<file path="src/rtl/seq_alu_unit_pkg.sv">
// Shared constants for the sequential ALU: RISC-V opcodes, funct3 codes and ALU op encodings.
package seq_alu_unit_pkg;

    localparam logic [6:0] OPC_LUI    = 7'b0110111;
    localparam logic [6:0] OPC_AUIPC  = 7'b0010111;
    localparam logic [6:0] OPC_JAL    = 7'b1101111;
    localparam logic [6:0] OPC_JALR   = 7'b1100111;
    localparam logic [6:0] OPC_BRANCH = 7'b1100011;
    localparam logic [6:0] OPC_LOAD   = 7'b0000011;
    localparam logic [6:0] OPC_STORE  = 7'b0100011;
    localparam logic [6:0] OPC_ITYPE  = 7'b0010011;
    localparam logic [6:0] OPC_RTYPE  = 7'b0110011;

    localparam logic [2:0] F3_ADD  = 3'b000;
    localparam logic [2:0] F3_SLL  = 3'b001;
    localparam logic [2:0] F3_SLT  = 3'b010;
    localparam logic [2:0] F3_SLTU = 3'b011;
    localparam logic [2:0] F3_XOR  = 3'b100;
    localparam logic [2:0] F3_SR   = 3'b101;
    localparam logic [2:0] F3_OR   = 3'b110;
    localparam logic [2:0] F3_AND  = 3'b111;

    typedef enum logic [3:0] {
        AluAdd,
        AluSub,
        AluSll,
        AluSlt,
        AluSltu,
        AluXor,
        AluSrl,
        AluSra,
        AluOr,
        AluAnd,
        AluCopyB,
        AluZero
    } alu_op_e;

    // funct3 decode shared by R- and I-type; alt is the already-qualified bit30.
    function automatic alu_op_e arith_op(logic [2:0] funct, logic alt);
        alu_op_e op;
        case (funct)
            F3_ADD:  op = alt ? AluSub : AluAdd;
            F3_SLL:  op = AluSll;
            F3_SLT:  op = AluSlt;
            F3_SLTU: op = AluSltu;
            F3_XOR:  op = AluXor;
            F3_SR:   op = alt ? AluSra : AluSrl;
            F3_OR:   op = AluOr;
            default: op = AluAnd;
        endcase
        return op;
    endfunction

    function automatic logic is_shift(alu_op_e op);
        return (op == AluSll) || (op == AluSrl) || (op == AluSra);
    endfunction

endpackage

</file>
<file path="src/rtl/alu_func_decode.sv">
// Combinational decode of {opcode, funct3, bit30} into an internal ALU operation.
module alu_func_decode
    import seq_alu_unit_pkg::*;
(
    input  logic [6:0] opcode,
    input  logic [2:0] funct,
    input  logic       add_rshift_type,
    output logic [3:0] alu_op
);

    alu_op_e op;

    always_comb begin
        op = AluZero;
        case (opcode)
            OPC_LUI:    op = AluCopyB;
            OPC_AUIPC,
            OPC_BRANCH,
            OPC_LOAD,
            OPC_STORE,
            OPC_JAL,
            OPC_JALR:   op = AluAdd;
            OPC_RTYPE:  op = arith_op(funct, add_rshift_type);
            // Immediate forms carry imm bits in 30; only SRAI uses it as a selector.
            OPC_ITYPE:  op = arith_op(funct, add_rshift_type && (funct == F3_SR));
            default:    op = AluZero;
        endcase
    end

    assign alu_op = op;

endmodule

</file>
<file path="src/rtl/seq_alu_unit.sv">
// Multi-cycle ALU responder: single-cycle ops, bit-serial shifts, valid/ready on both sides.
module seq_alu_unit
    import seq_alu_unit_pkg::*;
#(
    parameter int unsigned WIDTH   = 32,
    parameter int unsigned SHAMT_W = 5
) (
    input  logic             Clock,
    input  logic             Reset,
    input  logic             req_valid,
    output logic             req_ready,
    input  logic [6:0]       opcode,
    input  logic [2:0]       funct,
    input  logic             add_rshift_type,
    input  logic [WIDTH-1:0] A,
    input  logic [WIDTH-1:0] B,
    output logic             resp_valid,
    input  logic             resp_ready,
    output logic [WIDTH-1:0] Out
);

    typedef enum logic [1:0] {
        StIdle,
        StShift,
        StDone
    } state_e;

    state_e             state_q, state_d;
    alu_op_e            op_q, op_d;
    logic [SHAMT_W-1:0] count_q, count_d;
    logic [WIDTH-1:0]   out_q, out_d;

    logic [3:0]         dec_op_raw;
    alu_op_e            dec_op;
    logic [SHAMT_W-1:0] shamt;
    logic [WIDTH-1:0]   result;

    alu_func_decode u_decode (
        .opcode          (opcode),
        .funct           (funct),
        .add_rshift_type (add_rshift_type),
        .alu_op          (dec_op_raw)
    );

    assign dec_op = alu_op_e'(dec_op_raw);
    assign shamt  = B[SHAMT_W-1:0];

    // Shifts return A here: a zero shamt completes immediately with A unchanged.
    always_comb begin
        result = '0;
        case (dec_op)
            AluAdd:   result = A + B;
            AluSub:   result = A - B;
            AluSlt:   result = WIDTH'($signed(A) < $signed(B));
            AluSltu:  result = WIDTH'(A < B);
            AluXor:   result = A ^ B;
            AluOr:    result = A | B;
            AluAnd:   result = A & B;
            AluCopyB: result = B;
            AluSll,
            AluSrl,
            AluSra:   result = A;
            default:  result = '0;
        endcase
    end

    always_comb begin
        state_d = state_q;
        op_d    = op_q;
        count_d = count_q;
        out_d   = out_q;
        case (state_q)
            StIdle: begin
                if (req_valid) begin
                    op_d = dec_op;
                    if (is_shift(dec_op) && (shamt != '0)) begin
                        out_d   = A;
                        count_d = shamt;
                        state_d = StShift;
                    end else begin
                        out_d   = result;
                        state_d = StDone;
                    end
                end
            end
            StShift: begin
                case (op_q)
                    AluSll:  out_d = {out_q[WIDTH-2:0], 1'b0};
                    AluSrl:  out_d = {1'b0, out_q[WIDTH-1:1]};
                    AluSra:  out_d = {out_q[WIDTH-1], out_q[WIDTH-1:1]};
                    default: out_d = out_q;
                endcase
                count_d = count_q - SHAMT_W'(1);
                if (count_q == SHAMT_W'(1)) begin
                    state_d = StDone;
                end
            end
            StDone: begin
                if (resp_ready) begin
                    state_d = StIdle;
                end
            end
            default: state_d = StIdle;
        endcase
    end

    always_ff @(posedge Clock or posedge Reset) begin
        if (Reset) begin
            state_q <= StIdle;
            op_q    <= AluZero;
            count_q <= '0;
            out_q   <= '0;
        end else begin
            state_q <= state_d;
            op_q    <= op_d;
            count_q <= count_d;
            out_q   <= out_d;
        end
    end

    assign req_ready  = (state_q == StIdle);
    assign resp_valid = (state_q == StDone);
    assign Out        = out_q;

endmodule

</file>
<file path="config.mk">
export PLATFORM = sky130hd
export DESIGN_NAME = seq_alu_unit
export DESIGN_NICKNAME = d
export VERILOG_FILES = /design/src/rtl/seq_alu_unit_pkg.sv /design/src/rtl/alu_func_decode.sv /design/src/rtl/seq_alu_unit.sv
export SDC_FILE = /design/constraint.sdc
export NUM_CORES = 1
export LEC_CHECK = 0
export ABC_AREA = 1
export BUFFER_PORTS_ARGS = -buffer_cell sky130_fd_sc_hd__clkbuf_2
export CORE_AREA = 2 2 146 148
export DETAILED_ROUTE_END_ITERATION = 8
export DIE_AREA = 0 0 148 150
export PLACE_DENSITY = 0.59
export RECOVER_POWER = 25
export SYNTH_ARGS = -nofsm -noshare
export SYNTH_HDL_FRONTEND = slang
export SYNTH_HIERARCHICAL = 1
export SYNTH_SLANG_ARGS = --single-unit
</file>
<file path="constraint.sdc">
create_clock -name Clock -period 2.14 [get_ports Clock]
set_clock_uncertainty 0.2 [all_clocks]
set_input_delay 0.428 -clock Clock [delete_from_list [all_inputs] [get_ports Clock]]
set_output_delay 0.428 -clock Clock [all_outputs]
set_load 0.05 [all_outputs]
</file>
# Word-level counts from Yosys, hierarchy flattened
# Cells that the tools add are included.
# W data, S select, Z words.
# word_totals
reg_bits,43
inputBits,79
wordCells,87
out_inout_bits,34
# op_classes
n_reduce_logical,16
muxes,20
magnitude_cmp,2
bitwise_logic,3
n_addsub,3
eq_ne,38
# op_table
op,count
$pmux W32 S9,1
$pmux W32 S3,1
$lt A32 B32 Y1,2
$mux W32,2
$pmux W32 S2,1
$pmux W4 S7,2
$add A32 B32 Y32,1
$and A32 B32 Y32,1
$or A32 B32 Y32,1
$sub A32 B32 Y32,1
$xor A32 B32 Y32,1
$eq A4 B3 Y1 const B,6
$eq A7 B6 Y1 const B,3
$eq A7 B7 Y1 const B,3
$pmux W4 S4,1
$eq A7 B5 Y1 const B,2
$eq A4 B2 Y1 const B,3
$eq A4 B4 Y1 const B,3
$mux W5,2
$pmux W5 S2,1
$eq A3 B3 Y1 const B,3
$reduce_and A3 Y1,3
$mux W2,4
$eq A7 B2 Y1 const B,1
24 further kinds,33

# Depth between registers and ports, before layout
# logic_depth
depth_word,12
depth_mapped,19
depth_no_buf,19

# Cells and area by module
# Netlist, hierarchy kept.
# modules_own_cells
mod,cells_per_inst,instances,area_each_um2
seq_alu_unit,1600,1,8904.8
alu_func_decode,40,1,182.7

# Worst setup path before layout
# Ideal clock, no wire load.
# synth_timing
kind,input-to-reg
from,input port opcode[3]
to,"register out_q[20], in the netlist Out[20]"
setup_time_ps,121
setup_slack_ps,-238
cell_stages,13
arrival_time_ps,2057
cell_sequence,inv_1 > nand2_1 > nor3_4 > nand2_1 > nor2_1 > nor2_1 > nand2_1 > clkbuf_1 > o22ai_1 > a211oi_1 > nand3_1 > nand2_1 > a21oi_1
# synth_via
elab_chain_cells,10
elab_cells_between_ends,30
# synth_lines
item,line_no,text
"start, declared",seq_alu_unit.sv:12,"input logic [6:0] opcode,"
$eq A7 B5 Y1 (tied with other cells),alu_func_decode.sv:15,case (opcode)
$reduce_or A6 Y1,alu_func_decode.sv:15,
$pmux W4 S4 *,alu_func_decode.sv:15,
net dec_op[2],seq_alu_unit.sv:34,alu_op_e dec_op;
"parallel branches: the longest is 4 deep, another holds $pmux W32 S9",-,
$mux W32 *,seq_alu_unit.sv:76,if (is_shift(dec_op) && (shamt != '0)) begin
$mux W32 *,seq_alu_unit.sv:74,if (req_valid) begin
$pmux W32 S2 *,seq_alu_unit.sv:72,case (state_q)
"end signal, assigned",seq_alu_unit.sv:117,out_q <= out_d;
"end, declared",seq_alu_unit.sv:31,"logic [WIDTH-1:0] out_q, out_d;"
# Mark *: on every way through the listed nets, which the timed path passes. The select of a mux whose other input is x is not followed.
# A chain may end at the register's enable or synchronous reset.

# Worst setup path in the final report
# layout_timing
from,input port opcode[6]
to,"register out_q[15], in the netlist Out[15]"
# Same word-level chain as after synthesis.

==> results by group <==
Placed design
  • Post-DP Area: 0.0130 mm²
  • Placer's final routability congestion estimate: 1.03
  • IO Port Bufs: between 100 and 150
  • Final HPWL DP: 33.1 mm
  • DP Worst Slack: -0.736 ns

Timing
  • Final period utilization: 1.18
  • Period minus WS final: 2.53 ns
  • Setup ws final: -0.391 ns
  • Slew @ Worst Pin: ~1.1 ns
  • Final setup violation count: 39
  • Max-slew headroom: 0.246
  • Final Max Slew Viols: 0
  • Hold Violations, Final: 0
  • FMAX: slightly below 0.4 GHz
  • RSZ-0062 raised after global routing: yes

Hold path
  • Hold path startpoint: resp_ready
  • Worst Hold Class: in -> reg
  • Worst Hold Endpoint: state_q[1]
  • Hold Path Cell Cnt: 4

Pwr
  • Leakage power total: around 7.9 nW
  • Pwr Density: slightly above 500 mW/mm²
  • Peak supply drop: 599 µV

Die
  • Initial Util: 0.439
  • Core area: 0.0207 mm²
  • Boundary Pins: 113
  • Rows: 53
  • Die H: 150 µm
  • Die Width: 148 µm
  • Full die area: approximately 0.022 mm²

Run status
  • Failing checks: negative setup slack
  • Outcome: finished, violations left

Yosys
  • Yosys top cell area share: 0.178
  • Post-synthesis cell area: 0.00909 mm²
  • Ys async rst share: 1.00
  • Top post-synthesis cells by count: nand2_1, inv_1, nor2_1
  • Netlist cell types: 51
  • Post-synth top flop: dfrtp_1
  • Cell count after synthesis: 1640
  • Synth top area cells: nand2_1, ha_1, inv_1, dfrtp_1, nand3_1
  • Synth Register Bits: 43
  • Leading area contributor after synthesis: nand2_1
  • Register area share after synthesis: 0.119
  • Post-synth EDFFs: 0
  • Count leader, synth: nand2_1
  • Avg Cell Area, Syn: 5.54 µm²
  • Warnings from Yosys: 6
  • Post-Syn Nets: 1819

Global route
  • Initial antenna violation count: 0
  • Gr usage total: 0.363
  • Largest net degree at the start of global routing: 44
  • Vias in the first global route: around 12000
  • First-pass GRT wire length: 63.3 mm
  • Total grt overflow: 0

CTS
  • Clock buffer depth: 2
  • Hold_buf cts: 0
  • H-tree levels: 2
  • Num CTS Buffers: 5
  • CTS tree: yes
  • Clk Latency, worst-skew pair: 0.29 ns
  • Sink Count: 43
  • Clock Tree Root: clkbuf_16
  • Clk slew on worst S/H paths: 0.06 ns

Setup path
  • Crit-path max FO: 6
  • R2R depth: 7
  • Critical Path RT: 2.09 ns
  • CP Launch Type: input pin
  • CP max-delay cell: a211oi_2
  • Crit Reg-Reg Endpoint: Out[25]
  • CP top delay family: simple AND/OR/NAND/NOR gates
  • Worst Setup End Kind: register
  • Kind of critical path: in -> reg
  • Worst R2R Start: state_q[1]
  • Max incr delay on CP: between 0.2 and 0.3 ns
  • Data arrival time of the worst path: ~2.5 ns
  • Buffers plus inverters on the worst setup path: 5
  • Worst reg2reg setup slack: 0.08 ns
  • Worst-path cell chain: buf_8, inv_8, nand2_8, nor2_4, nand4_1, nand3_4, buf_6, nor2_4, o21ai_4, buf_6, clkbuf_16, o22ai_1, a211oi_2, nand3_1, nand2_1, a22oi_1

Layout
  • Design Area, Final: 0.0147 mm²
  • Fraction of layout cells with a size suffix above 1: 0.400
  • Nets: 2273
  • Reg area: approximately 0.0011 mm²
  • Filler instances: 1833
  • Area growth syn-to-layout: 62.0%
  • Diodes inserted: 0
  • Multi-input combinational cell area: 0.00811 mm²

Routing
  • Total wire length: about 42 mm
  • Met3 WL: 2.97 mm
  • DRC Markers: 0
  • Met1 wire length: 17.0 mm
  • First drt pass iteration count: 5
  • Antenna-violating nets left: 0
  • Vias/cell: between 5 and 6
  • Top Layer Used: met4
  • Met2 WL: 19.3 mm
  • DR iter-0 viols: 955
  • Vias: 12700
  • WL/cell: 17.6 µm

Flow run
  • Max Cap Violations: 0
-- tightest hold or removal path, cell delays in order --
cell and delay (ns):
clkbuf_2 0.08, inv_1 0.03, nand2_1 0.08, a21oi_1 0.07
-- sequential cells by signal (all words and copies together) (netlist names) --
signal / flops
count_q: 5
state_q: 2
Out: 32
op_q: 4
-- layout by cell type (no fill, tap or decap), types with 32 or more instances in the layout --
| cell | synthesis | layout |
|---|---|---|
| buf_4 | 10 | 356 |
| a21oi_1 | 112 | 81 |
| nand2_2 | 2 | 43 |
| dfrtp_1 | 40 | 40 |
| o21ai_0 | 78 | 62 |
| clkbuf_2 | 2 | 107 |
| ha_1 | 98 | 72 |
| nand2_1 | 432 | 374 |
| inv_1 | 298 | 255 |
| o22ai_1 | 53 | 34 |
| nor2_1 | 170 | 131 |
| a21oi_2 | 4 | 33 |
| inv_2 | 5 | 32 |
| nand3_1 | 149 | 112 |
-- metal layers --
layer  GRT usage  vias up
met4       0.190        0
met2       0.616      529
met5           0        -
li1            -     6212
met3      0.0576      126
met1       0.443     5850
-- power breakdown --
part	switching [mW]	internal, mW	leakage (nW)
sequential	0.375	1.20	0.516
combinational	3.35	1.80	7.29
clock	0.319	0.497	0.0772
-- worst max-delay path by stage --
stage	depth (start not counted)	from	to	slack (ns)
after floorplan	14	opcode[5]	count_q[1]	-0.1
after global placement	14	opcode[6]	Out[15]	-0.72
after detailed placement	16	opcode[6]	Out[6]	-0.74
after CTS	16	opcode[2]	Out[14]	-0.29
after global routing	16	opcode[6]	Out[15]	-0.45
final	16	opcode[6]	Out[15]	-0.39
-- logic make-up after synthesis --
group	count (synthesis)	share of synthesized area
compound gates	323	0.207
xor+xnor	3	0.00289
fa+ha+maj	100	0.139
buf+inv	361	0.160
flops	43	0.119
simple gates	810	0.371
-- layout make-up --
cell class                 instances  share of cell area
inverter                         304              0.0815
clock buffer                       8              0.0106
tap                              275              0.0234
multi-input combinational       1237               0.551
sequential                        43              0.0733
timing repair buffer             503               0.260
-- timing repair --
item                       in CTS  in global routing
resized for setup             181                140
buffers inserted               17                 16
setup endpoints to repair      37                 38
pin swaps                      38                 54
cloned                          1                  1
-- per-stage QoR --
| stage | hold slack (ns) | utilization | power, mW | setup TNS, ns | std cells |
|---|---|---|---|---|---|
| after global routing | 0.249 | 0.712 | 8.01 | -12.97 | 2370 |
| after global placement | 0.275 | 0.626 | 6.20 | -22.37 | 2330 |
| after CTS | 0.0687 | 0.677 | 7.29 | -6.53 | 2355 |
| final | 0.235 | 0.712 | 7.54 | -9.52 | 2370 |
| after detailed placement | 0.281 | 0.626 | 6.26 | -23.09 | 2330 |
| after floorplan | 0.254 | - | 4.53 | -0.863 | 1640 |
No activity file was read; power rests on OpenSTA's default activity.
